--- src/rtl/m_msg_defs.sv ---
// Shared definitions for the message buffer: FSM state encoding, printable
// character bounds, buffer geometry and the newline code.
package m_msg_defs;

    typedef enum logic [1:0] {
        StClear = 2'd0,
        StRecv  = 2'd1,
        StDone  = 2'd2
    } state_e;

    localparam logic [7:0]  PrintLo     = 8'h20;
    localparam logic [7:0]  PrintHi     = 8'h7E;
    localparam int unsigned BufDepth    = 64;
    localparam int unsigned AddrW       = 6;
    localparam logic [5:0]  LastAddr    = 6'(BufDepth - 1);
    localparam logic [7:0]  NewlineChar = 8'h0A;

    function automatic logic is_printable(input logic [7:0] c);
        return (c >= PrintLo) && (c <= PrintHi);
    endfunction

endpackage

--- src/rtl/m_msg_ram.sv ---
// 64x8 character store with one synchronous write port and one registered
// read port. A read and write to the same entry in one cycle returns the
// old contents.
// Ports:
//   clk, rst        clock, synchronous active-high reset (read register only)
//   we/waddr/wdata  write port
//   raddr/rdata     read address, registered read data (FILL_CHAR on reset)
module m_msg_ram
    import m_msg_defs::*;
#(
    parameter logic [7:0] FILL_CHAR = 8'h20
) (
    input  logic             clk,
    input  logic             rst,
    input  logic             we,
    input  logic [AddrW-1:0] waddr,
    input  logic [7:0]       wdata,
    input  logic [AddrW-1:0] raddr,
    output logic [7:0]       rdata
);

    logic [7:0] mem_q [BufDepth];
    logic [7:0] rdata_q;

    always_ff @(posedge clk) begin
        if (we) begin
            mem_q[waddr] <= wdata;
        end
    end

    always_ff @(posedge clk) begin
        if (rst) begin
            rdata_q <= FILL_CHAR;
        end else begin
            rdata_q <= mem_q[raddr];
        end
    end

    assign rdata = rdata_q;

endmodule

--- src/rtl/m_msg_buffer.sv ---
// Display message buffer: receives SPI bytes into a 4x16 character store,
// sanitising non-printable bytes, and serves a registered read port to the
// display scanner. A clear sweep fills every entry with FILL_CHAR.
// Optional feature: define M_MSG_BUFFER_NEWLINE_EN to make 8'h0A jump to the
// start of the next row instead of being stored.
// Ports:
//   clk, rst            clock, synchronous active-high reset
//   clr                 wipe buffer and restart the message
//   wr_valid/wr_data    incoming byte, accepted when wr_valid && wr_ready
//   wr_ready            high only while receiving and clr is low
//   rd_addr/rd_data     {row, col} address, data one cycle later
//   wr_index            next write position
//   busy/full/msg_done  clearing / buffer full / one-cycle end-of-message
module m_msg_buffer
    import m_msg_defs::*;
#(
    parameter logic [7:0]  FILL_CHAR = 8'h20,
    parameter logic [7:0]  TERM_CHAR = 8'h00,
    parameter int unsigned LINE_LEN  = 16
) (
    input  logic       clk,
    input  logic       rst,
    input  logic       clr,
    input  logic       wr_valid,
    input  logic [7:0] wr_data,
    output logic       wr_ready,
    input  logic [5:0] rd_addr,
    output logic [7:0] rd_data,
    output logic [5:0] wr_index,
    output logic       busy,
    output logic       full,
    output logic       msg_done
);

    // Row arithmetic below uses wr_index[5:4], so the geometry is fixed.
    if (LINE_LEN * 4 != BufDepth) begin : g_bad_line_len
        $error("LINE_LEN must be 16");
    end

    state_e     state_q, state_d;
    logic [5:0] sweep_q, sweep_d;
    logic [5:0] idx_q, idx_d;
    logic       full_q, full_d;
    logic       done_q, done_d;

    logic       accept;
    logic       we;
    logic [5:0] waddr;
    logic [7:0] wdata;

    assign wr_ready = (state_q == StRecv) && !clr;
    // rst outranks a simultaneous handshake.
    assign accept   = wr_valid && wr_ready && !rst;

    always_comb begin
        state_d = state_q;
        sweep_d = sweep_q;
        idx_d   = idx_q;
        full_d  = full_q;
        done_d  = 1'b0;
        we      = 1'b0;
        waddr   = idx_q;
        wdata   = FILL_CHAR;

        if (clr) begin
            // No write in the clr cycle; the sweep restarts at entry 0.
            state_d = StClear;
            sweep_d = '0;
            idx_d   = '0;
            full_d  = 1'b0;
        end else begin
            unique case (state_q)
                StClear: begin
                    we      = 1'b1;
                    waddr   = sweep_q;
                    sweep_d = sweep_q + 6'd1;
                    if (sweep_q == LastAddr) begin
                        state_d = StRecv;
                        idx_d   = '0;
                    end
                end
                StRecv: begin
                    if (accept) begin
                        if (wr_data == TERM_CHAR) begin
                            state_d = StDone;
                            done_d  = 1'b1;
                        end
`ifdef M_MSG_BUFFER_NEWLINE_EN
                        else if (wr_data == NewlineChar) begin
                            if (idx_q[5:4] == 2'd3) begin
                                full_d  = 1'b1;
                                done_d  = 1'b1;
                                state_d = StDone;
                            end else begin
                                idx_d = {idx_q[5:4] + 2'd1, 4'b0000};
                            end
                        end
`endif
                        else begin
                            we    = 1'b1;
                            wdata = is_printable(wr_data) ? wr_data : FILL_CHAR;
                            if (idx_q == LastAddr) begin
                                full_d  = 1'b1;
                                done_d  = 1'b1;
                                state_d = StDone;
                            end else begin
                                idx_d = idx_q + 6'd1;
                            end
                        end
                    end
                end
                StDone: begin
                end
                default: begin
                    state_d = StClear;
                    sweep_d = '0;
                end
            endcase
        end
    end

    always_ff @(posedge clk) begin
        if (rst) begin
            state_q <= StClear;
            sweep_q <= '0;
            idx_q   <= '0;
            full_q  <= 1'b0;
            done_q  <= 1'b0;
        end else begin
            state_q <= state_d;
            sweep_q <= sweep_d;
            idx_q   <= idx_d;
            full_q  <= full_d;
            done_q  <= done_d;
        end
    end

    m_msg_ram #(
        .FILL_CHAR (FILL_CHAR)
    ) u_ram (
        .clk   (clk),
        .rst   (rst),
        .we    (we && !rst),
        .waddr (waddr),
        .wdata (wdata),
        .raddr (rd_addr),
        .rdata (rd_data)
    );

    assign busy     = (state_q == StClear);
    assign full     = full_q;
    assign wr_index = idx_q;
    assign msg_done = done_q;

endmodule

--- config.mk ---
export PLATFORM = sky130hd
export DESIGN_NAME = m_msg_buffer
export DESIGN_NICKNAME = d
export VERILOG_FILES = /design/src/rtl/m_msg_defs.sv /design/src/rtl/m_msg_ram.sv /design/src/rtl/m_msg_buffer.sv
export SDC_FILE = /design/constraint.sdc
export NUM_CORES = 1
export LEC_CHECK = 0
export ABC_AREA = 1
export BUFFER_PORTS_ARGS = -buffer_cell sky130_fd_sc_hd__buf_4
export CORE_AREA = 2 2 166 250
export CTS_CLUSTER_DIAMETER = 50
export DETAILED_ROUTE_END_ITERATION = 8
export DIE_AREA = 0 0 168 252
export GPL_TIMING_DRIVEN = 0
export PLACE_DENSITY = 0.69
export SYNTH_ARGS = -nofsm -noshare
export SYNTH_HDL_FRONTEND = slang
export SYNTH_SLANG_ARGS = --single-unit
--- constraint.sdc ---
create_clock -name clk -period 9.54 [get_ports clk]
set_input_delay 1.908 -clock clk [delete_from_list [all_inputs] [get_ports clk]]
set_output_delay 1.908 -clock clk [all_outputs]
set_load 0.05 [all_outputs]
==> results.py, run 1 <==
metrics = {
    "grt": {
        "antenna_found_initial": 0,
        "grt_max_degree": 45,
        "track_usage_pct": 32.90,
        "grt_pass1_wl_mm": 99.03,
        "grt_pass1_vias": 15440,
        "overflow": 0,
    },
    "clocking": {
        "cts_resized": 0,
        "cts_tree": "yes",
        "clkTransAtPathRegs_ns": 0.06,
        "cts_max_path_buffers": 3,
        "cts_buffers": 49,
        "hold_buffers": 0,
        "cts_max_level": 2,
        "clkSinkCount": 536,
        "post-cts-setup-buffer-count": 0,
        "cts_root_buffer": "clkbuf_16",
        "insertion_delay_ns": 0.59,
    },
    "die": {
        "boundaryPins": 36,
        "die_width_um": 168,
        "initial_core_util_pct": 55.68,
        "die_h_um": 252,
        "coreArea_um2": 39980,
        "fp-row-count": 90,
        "die_area_um2": 42340,
    },
    "logic_synthesis": {
        "syn_inst": 1969,
        "yosysTopAreaCellShare_pct": 69.08,
        "async_flop_share_pct": 0,
        "yosys.cell_types.count": 33,
        "yosys-top-cells-area": "edfxtp_1, nand2_1, nand3_1",
        "ys_seq_area_share_pct": 71.24,
        "yosysWarnings": 0,
        "ys_ff_latch": 536,
        "synthTopCellsByCount": "nand2_1, edfxtp_1, nand3_1, nor2_1, buf_2",
        "yosysMostFrequentCell": "nand2_1",
        "avgSynthCellArea_um2": 11.30,
        "synth_enable_flop_cells": 512,
        "synth_area_um2": 22260,
        "yosys.area.top_type": "edfxtp_1",
        "ys.flop_type": "edfxtp_1",
    },
    "timing": {
        "tightest_slew_ns": 1.557,
        "finalSetupTns_ns": 0,
        "slew_violations": 9,
        "fmax_ghz": 0.2293,
        "setup_violations": 0,
        "fin_crit_sh_pct": 45.72,
        "finalHoldViolations": 0,
        "clock_skew_ns": 0.01507,
        "max_slew_margin_pct": -4.158,
        "finalCriticalPeriod_ns": 4.362,
        "rsz0062_at_grt": "false",
    },
    "drt": {
        "via_count": 15900,
        "ant_nets": 0,
        "drt-initial-drc-count": 1929,
        "drt_wl_total_mm": 68.74,
        "wl_per_cell_um": 25.58,
        "drcViolationCount": 0,
        "viasPerCell": 5.917,
        "first_pass_iters": 6,
    },
    "place": {
        "finalWeightedCongestion": 0.9974,
        "placedCellCount": 2595,
        "placed_area_um2": 23700,
        "io_buffers": 30,
        "dp_hpwl_mm": 49.19,
    },
    "power_and_ir_drop": {
        "pwr-share-seq_pct": 52.5,
        "p_leak_nw": 9.807,
        "p_comb_share_pct": 5.7,
        "switchingPower_mw": 1.088,
        "sw_frac_of_total_pct": 22.40,
        "cellPowerDensity_nw_per_um2": 191.6,
        "ir_worst_vdd_mv": 0.1380,
        "p_int_mw": 3.769,
        "clkPwrFrac_pct": 41.7,
    },
    "min_path": {
        "hold_path.class": "flip-flop to flip-flop",
    },
    "worst_setup_path": {
        "cp_data_arrival_time_ns": 4.55,
        "crit_fanout": 9,
        "worstSetupPathType": "primary input to flip-flop",
        "cp-start-kind": "primary input",
        "cp.required_ns": 9.73,
        "cp-end-kind": "flip-flop",
    },
    "final_layout": {
        "antenna_cells": 0,
        "fillCellCount": 3076,
        "layoutNonFillerInstCount": 2687,
        "num-nets-final": 2165,
        "fin_area_um2": 25350,
        "area_growth_pct": 13.88,
        "drive_gt1_share_pct": 10.18,
    },
    "outcome": {
        "violations": "capacitance limit, slew limit",
        "outcome": "complete, but fails checks",
    },
    "job": {
        "cap_violations": 1,
    },
}
==> power groups by stage <==
stage               Combinational [mW]  Clock, mW  Sequential, mW
floorplan                        0.152          0            2.61
finish                           0.279       2.03            2.55
global route                     0.295       2.10            2.55
CTS                              0.272       2.02            2.55
detailed placement               0.271          0            2.60
global placement                 0.266          0            2.60
==> layout make-up <==
cell class / count / area [um2] / share of cell area, %
sequential: 536 / 15860 / 62.55
multi-input combinational: 1345 / 6032 / 23.80
clock buffer: 66 / 1383 / 5.455
tap: 506 / 633.1 / 2.498
timing repair buffer: 57 / 539.3 / 2.128
buffer: 111 / 484.2 / 1.910
clock inverter: 26 / 262.8 / 1.037
inverter: 40 / 157.7 / 0.6220
==> sequential cells by signal, indices dropped and copies added (netlist names) <==
register / count
full: 1
u_ram.rdata: 8
wr_index: 6
msg_done: 1
state_q: 2
u_ram.mem_q: 512
sweep_q: 6
==> cell usage in the layout, fill, tap and decap left out, types with 32 or more instances in the layout <==
master / n
clkbuf_16: 51
nand3_1: 441
nor2_1: 87
conb_1: 64
clkbuf_1: 45
inv_1: 32
nand2_1: 671
buf_4: 33
buf_2: 48
edfxtp_1: 512
==> final timing paths <==
| check | from | to | slack (ns) | cells past startpoint |
|---|---|---|---|---|
| setup / recovery | rst | u_ram.mem_q[59][2]$_DFFE_PP_ | 5.18 | 8 |
| hold reg to reg | full$_SDFFE_PP0P_ | full$_SDFFE_PP0P_ | 0.46 | 2 |
| setup reg to reg | state_q[0]$_SDFFE_PP0P_ | u_ram.mem_q[59][2]$_DFFE_PP_ | 6.03 | 10 |
| hold / removal | full$_SDFFE_PP0P_ | full$_SDFFE_PP0P_ | 0.46 | 2 |
==> through the flow <==
step           util (%)  total power, mW  setup slack [ns]  hold WS [ns]
3_5_place_dp      59.29            2.872             4.735        0.4620
5_1_grt           63.41            4.948             5.180        0.4824
4_1_cts           63.41            4.842             5.266        0.4702
6_report          63.41            4.857             5.178        0.4613
2_1_floorplan         -            2.764             2.149        0.4857
3_3_place_gp      58.42            2.867            -2.983        0.4466
==> cell families after synthesis <==
group           synth area share, %
compound gates                1.051
xor+xnor                    0.07871
fa+ha+maj                    0.3935
buf+inv                       2.884
flops                         71.24
other cells                 0.01685
simple gates                  24.34
==> critical path, stage by stage <==
cell,delay (ns)
buf_2,0.21
nor2_4,0.21
nand3_2,0.16
nor2_1,0.20
inv_2,0.12
o21ai_4,0.23
nand4_4,0.27
nor2_1,1.23
==> metal layers <==
metal	wire length, um	vias up	part of all wire [%]	track usage (%)
met2	33510	875	49	55.25
met1	24470	7621	36	40.15
met3	5846	258	8.5	4.737
met5	0	-	0	0
met4	4912	0	7.1	20.92
li1	-	7145	-	-
Power figures use the tool's default switching activity.
==> run 2, diff against run 1 <==
Clock period 9.54 ns to 4.58 ns, I/O delays scaled along.
==> run 2 against run 1 <==
The flow now finishes without violations. Clock skew grew 0.011 ns. Hold slack got worse by 0.0085 ns. Combinational power rose by 110%. Clock power rose by 110%. Cell count unchanged. Setup slack worse by 4.1 ns. Final area up 0.42%.
==> results.py, run 2 (synthesized netlist as in run 1, its figures left out) <==
metrics = {
    "final_layout": {
        "fin_area_um2": 25450,
        "layoutNonFillerInstCount": 2687,
        "area_growth_pct": 14.36,
        "largest_register": "u_ram.mem_q",
        "drive_gt1_share_pct": 10.42,
        "utilization_pct": 63.67,
        "layout_common_cells": "nand2_1, edfxtp_1, nand3_1",
        "final_common_cell": "nand2_1",
        "num-nets-final": 2164,
        "largest_reg_flops": 512,
    },
    "place": {
        "placedCellCount": 2594,
        "dp_hpwl_mm": 49.44,
        "finalWeightedCongestion": 0.9928,
        "dpl_worst_slack_ns": 0.5913,
        "placed_area_um2": 23750,
        "io_buffers": 30,
    },
    "grt": {
        "overflow": 0,
        "grt_pass1_wl_mm": 99.17,
        "track_usage_pct": 32.97,
        "grt_pass1_vias": 15500,
        "grt_max_degree": 35,
        "antenna_found_initial": 1,
    },
    "drt": {
        "viasPerCell": 6.020,
        "drt_wl_total_mm": 68.96,
        "drt-initial-drc-count": 2017,
        "drcViolationCount": 0,
        "wl_per_cell_um": 25.67,
        "ant_nets": 0,
        "first_pass_iters": 6,
        "via_count": 16180,
    },
    "clocking": {
        "clkTransAtPathRegs_ns": 0.06,
        "cts_root_buffer": "clkbuf_16",
        "post-cts-setup-buffer-count": 0,
        "cts_max_level": 2,
        "cts_resized": 0,
        "clkSinkCount": 536,
        "cts_max_path_buffers": 3,
        "cts_tree": "yes",
        "cts_buffers": 49,
        "insertion_delay_ns": 0.59,
        "hold_buffers": 0,
    },
    "timing": {
        "setup_ws_ns": 1.073,
        "fmax_ghz": 0.2851,
        "fin_crit_sh_pct": 76.57,
        "slew_violations": 0,
        "rsz0062_at_grt": "false",
        "finalHoldViolations": 0,
        "setup_violations": 0,
        "clock_skew_ns": 0.02656,
        "holdWs_ns": 0.4529,
        "tightest_slew_ns": 1.262,
        "finalCriticalPeriod_ns": 3.507,
        "max_slew_margin_pct": 15.53,
    },
    "worst_setup_path": {
        "cp-start-kind": "flip-flop",
        "cp.required_ns": 4.89,
        "crit_chain": "inv_1 > ha_1 > nand3_2 > nor2_1 > inv_2 > nor3_4 > nand2_2 > buf_16",
        "cp-end-kind": "flip-flop",
        "cp_data_arrival_time_ns": 3.82,
        "critical_path_buf_inv_count": 3,
        "slowest_stage": "nor3_4",
        "crit_fanout": 34,
        "crit_path_max_incr_delay_ns": 0.87,
        "path_delay_family": "simple AND/OR/NAND/NOR gates",
        "worstSetupPathType": "flip-flop to flip-flop",
    },
    "die": {
        "initial_core_util_pct": 55.68,
        "boundaryPins": 36,
        "die_area_um2": 42340,
        "die_width_um": 168,
        "coreArea_um2": 39980,
        "die_h_um": 252,
        "fp-row-count": 90,
    },
    "min_path": {
        "hold_path.class": "flip-flop to flip-flop",
    },
    "power_and_ir_drop": {
        "cellPowerDensity_nw_per_um2": 401.1,
        "p_leak_nw": 9.853,
        "ir_worst_vdd_mv": 0.3634,
    },
    "job": {
        "cap_violations": 0,
    },
    "outcome": {
        "outcome": "complete, no violations",
    },
}
run 2: changes by cell type in the layout (fill, tap and decap cells not counted), moves of 2 or more:
cell       before  now
clkbuf_8        5    0
buf_4          33   31
bufinv_16       5    8
clkbuf_1       45   41
buf_8           1    7
buf_16          0    2
buf_6          22   16
clkinv_1        9    6
clkinv_2        7   12
diode_2         0    2
clkinv_8        0    2
run 2: worst paths after layout:
kind | to | slack [ns] | cells past startpoint | startpoint
max | u_ram.mem_q[42][5]$_DFFE_PP_ | 1.07 | 8 | state_q[1]$_SDFFE_PP0P_
min | full$_SDFFE_PP0P_ | 0.45 | 2 | full$_SDFFE_PP0P_
max reg2reg | u_ram.mem_q[42][5]$_DFFE_PP_ | 1.07 | 8 | state_q[1]$_SDFFE_PP0P_
min reg2reg | full$_SDFFE_PP0P_ | 0.45 | 2 | full$_SDFFE_PP0P_
run 2: power by group:
part           total, mW  switching, mW  internal [mW]  leakage [nW]
clock               4.30           1.83           2.47         0.834
combinational      0.594          0.456          0.138          3.23
sequential          5.31        0.00462           5.31          5.78
total               10.2           2.29           7.92          9.85
run 2: metal layers:
metal / vias to the layer above / routed length [um] / global-route usage [%]
li1: 7162 / - / -
met1: 7817 / 24200 / 40.77
met2: 968 / 34000 / 55.66
met3: 229 / 6284 / 4.737
met4: 0 / 4481 / 19.16
met5: - / 0 / 0
run 2: through the flow:
stage / setup TNS (ns) / power (mW)
6_report: 0 / 10.21
5_1_grt: 0 / 10.41
4_1_cts: 0 / 10.21
3_5_place_dp: 0 / 5.993
3_3_place_gp: -1282.22 / 5.984
2_1_floorplan: -30.70 / 5.758
run 2: layout make-up:
| type | instances | area [um2] |
|---|---|---|
| clock inverter | 35 | 425.4 |
| inverter | 40 | 157.7 |
| fill | 3062 | 14520 |
| clock buffer | 56 | 1274 |
| timing repair buffer | 56 | 581.8 |
| multi-input combinational | 1345 | 6038 |
| sequential | 536 | 15860 |
| buffer | 111 | 484.2 |
| antenna | 2 | 5.005 |
| tap | 506 | 633.1 |
run 2: worst register-to-register path: stages (launching register included):
cell and delay, ns:
dfxtp_1 0.32, inv_1 0.13, ha_1 0.32, nand3_2 0.18, nor2_1 0.20, inv_2 0.13
nor3_4 0.87, nand2_2 0.69, buf_16 0.39
==> run 3, diff against run 2 <==
Settings changed: PLACE_DENSITY 0.69 to 0.71.
Clock period 4.58 ns to 3.1 ns, I/O delays scaled along.
==> run 3 against run 2 <==
Count of clock-buffer cells in the layout rose by 5. Core utilization is essentially flat. Critical endpoint is now u_ram.mem_q[50][5]$_DFFE_PP_. Sequential power grew 48%. Critical path type unchanged. Fmax up 15%. Largest cell class unchanged. Non-clock buffer count fell by 10. Register-to-register slack got worse by 1.0 ns.
==> results.py, run 3 (synthesized netlist as in run 1, its figures left out) <==
metrics = {
    "final_layout": {
        "antenna_cells": 0,
        "utilization_pct": 63.65,
        "layout_common_cells": "nand2_1, edfxtp_1, nand3_1",
        "final_common_cell": "nand2_1",
        "drive_gt1_share_pct": 12.74,
        "area_growth_pct": 14.31,
        "largest_reg_flops": 512,
        "largest_register": "u_ram.mem_q",
        "num-nets-final": 2153,
        "layoutNonFillerInstCount": 2672,
    },
    "grt": {
        "overflow": 0,
        "grt_pass1_vias": 15430,
        "grt_max_degree": 65,
        "grt_pass1_wl_mm": 99.05,
        "track_usage_pct": 32.88,
        "antenna_found_initial": 0,
    },
    "clocking": {
        "cts_tree": "yes",
        "clkSinkCount": 536,
        "cts_buffers": 48,
        "cts_max_path_buffers": 3,
        "hold_buffers": 0,
        "clkTransAtPathRegs_ns": 0.07,
        "cts_root_buffer": "clkbuf_16",
        "cts_max_level": 2,
        "insertion_delay_ns": 0.59,
    },
    "drt": {
        "drt-initial-drc-count": 2159,
        "viasPerCell": 6.008,
        "first_pass_iters": 8,
        "drt_wl_total_mm": 69.13,
        "ant_nets": 0,
        "drcViolationCount": 0,
        "via_count": 16050,
        "wl_per_cell_um": 25.87,
    },
    "worst_setup_path": {
        "crit_fanout": 10,
        "cp-start-kind": "flip-flop",
        "cp-startpoint": "state_q[1]$_SDFFE_PP0P_",
        "cp_data_arrival_time_ns": 3.27,
        "reg2reg_to": "u_ram.mem_q[50][5]$_DFFE_PP_",
        "endpoint": "u_ram.mem_q[50][5]$_DFFE_PP_",
        "r2r_cells": 10,
        "regToRegSetupSlack_ns": 0.04,
        "cp.required_ns": 3.31,
        "worstSetupPathType": "flip-flop to flip-flop",
        "r2r_start": "state_q[1]$_SDFFE_PP0P_",
        "cp-end-kind": "flip-flop",
    },
    "timing": {
        "clock_skew_ns": 0.01893,
        "fin_crit_sh_pct": 98.71,
        "max_slew_margin_pct": 30.49,
        "fmax_ghz": 0.3268,
        "finalCriticalPeriod_ns": 3.060,
        "rsz0062_at_grt": "true",
        "slew_violations": 0,
        "setup_ws_ns": 0.04010,
        "setup_violations": 0,
        "finalSetupTns_ns": 0,
        "finalHoldViolations": 0,
        "tightest_slew_ns": 1.038,
    },
    "outcome": {
        "outcome": "complete, no violations",
    },
    "die": {
        "initial_core_util_pct": 55.68,
        "die_width_um": 168,
        "die_area_um2": 42340,
        "boundaryPins": 36,
        "die_h_um": 252,
        "fp-row-count": 90,
        "coreArea_um2": 39980,
    },
    "place": {
        "finalWeightedCongestion": 1.009,
        "dp_hpwl_mm": 49.04,
        "placedCellCount": 2583,
        "dpl_worst_slack_ns": -0.4932,
        "io_buffers": 30,
    },
    "power_and_ir_drop": {
        "total_power_mw": 14.51,
        "ir_worst_vdd_mv": 0.4038,
        "cellPowerDensity_nw_per_um2": 570.4,
        "p_leak_nw": 9.756,
    },
    "min_path": {
        "hold_path.class": "primary input to flip-flop",
    },
    "job": {
        "cap_violations": 0,
    },
}
run 3: cell count changes in the layout (fill, tap and decap cells not counted), sizes merged:
cell      previous run  this run
buf                132       122
bufinv               8         2
clkbuf              91        96
clkinv              22        21
clkinvlp             2         1
diode                2         0
run 3: where the power goes:
group          switching [mW]  leakage [nW]  internal (mW)  total, mW
Sequential            0.00676          5.78           7.84       7.85
Combinational           0.668          3.22          0.205      0.873
Clock                    2.63         0.752           3.16       5.79
run 3: cell type report:
type                            count  area, um2
Timing Repair Buffer               46      535.5
Sequential cell                   536      15860
Multi-Input combinational cell   1345       6276
Clock inverter                     27      198.9
Buffer                            111      484.2
Fill cell                        3050      14530
Tap cell                          506      633.1
Clock buffer                       61       1303
Inverter                           40      157.7
run 3: timing repair:
item	4_1_cts	5_1_grt
gates resized for setup	28	45
setup endpoints to repair	315	302
pin swaps	1	0
setup buffers	1	0
run 3: through the flow:
stage / hold WS (ns) / area, um2
2_1_floorplan: 0.4857 / 22540
3_3_place_gp: 0.4455 / 23390
3_5_place_dp: 0.4595 / 23730
4_1_cts: 0.3254 / 25310
5_1_grt: 0.3472 / 25440
6_report: 0.3388 / 25440
run 3: worst max-delay path: stages, from the launching register on:
cell     delay (ns)
dfxtp_1        0.33
inv_1          0.13
ha_1           0.28
inv_2          0.10
or2_4          0.27
buf_6          0.15
nand2_1        0.07
o21ai_2        0.07
nor2_1         0.19
nand2_1        0.37
nor2_2         0.71
run 3: how the worst min path moves through the flow:
stage / slack (ns) / from / endpoint / cells after the start
3_5_place_dp: 0.46 / full$_SDFFE_PP0P_ / full$_SDFFE_PP0P_ / 2
6_report: 0.34 / clr / state_q[1]$_SDFFE_PP0P_ / 4
5_1_grt: 0.35 / clr / state_q[1]$_SDFFE_PP0P_ / 4
4_1_cts: 0.33 / clr / state_q[1]$_SDFFE_PP0P_ / 4
3_3_place_gp: 0.45 / full$_SDFFE_PP0P_ / full$_SDFFE_PP0P_ / 2
2_1_floorplan: 0.49 / sweep_q[4]$_SDFFE_PP0N_ / sweep_q[4]$_SDFFE_PP0N_ / 2
run 3: metal layers:
layer	vias up	track usage (%)	wire length, um	share of wire, %
met2	954	56.16	34330	50
met5	-	0	0	0
met1	7758	40.60	24460	35
met4	0	18.31	4418	6.4
met3	218	4.455	5925	8.6
li1	7124	-	-	-
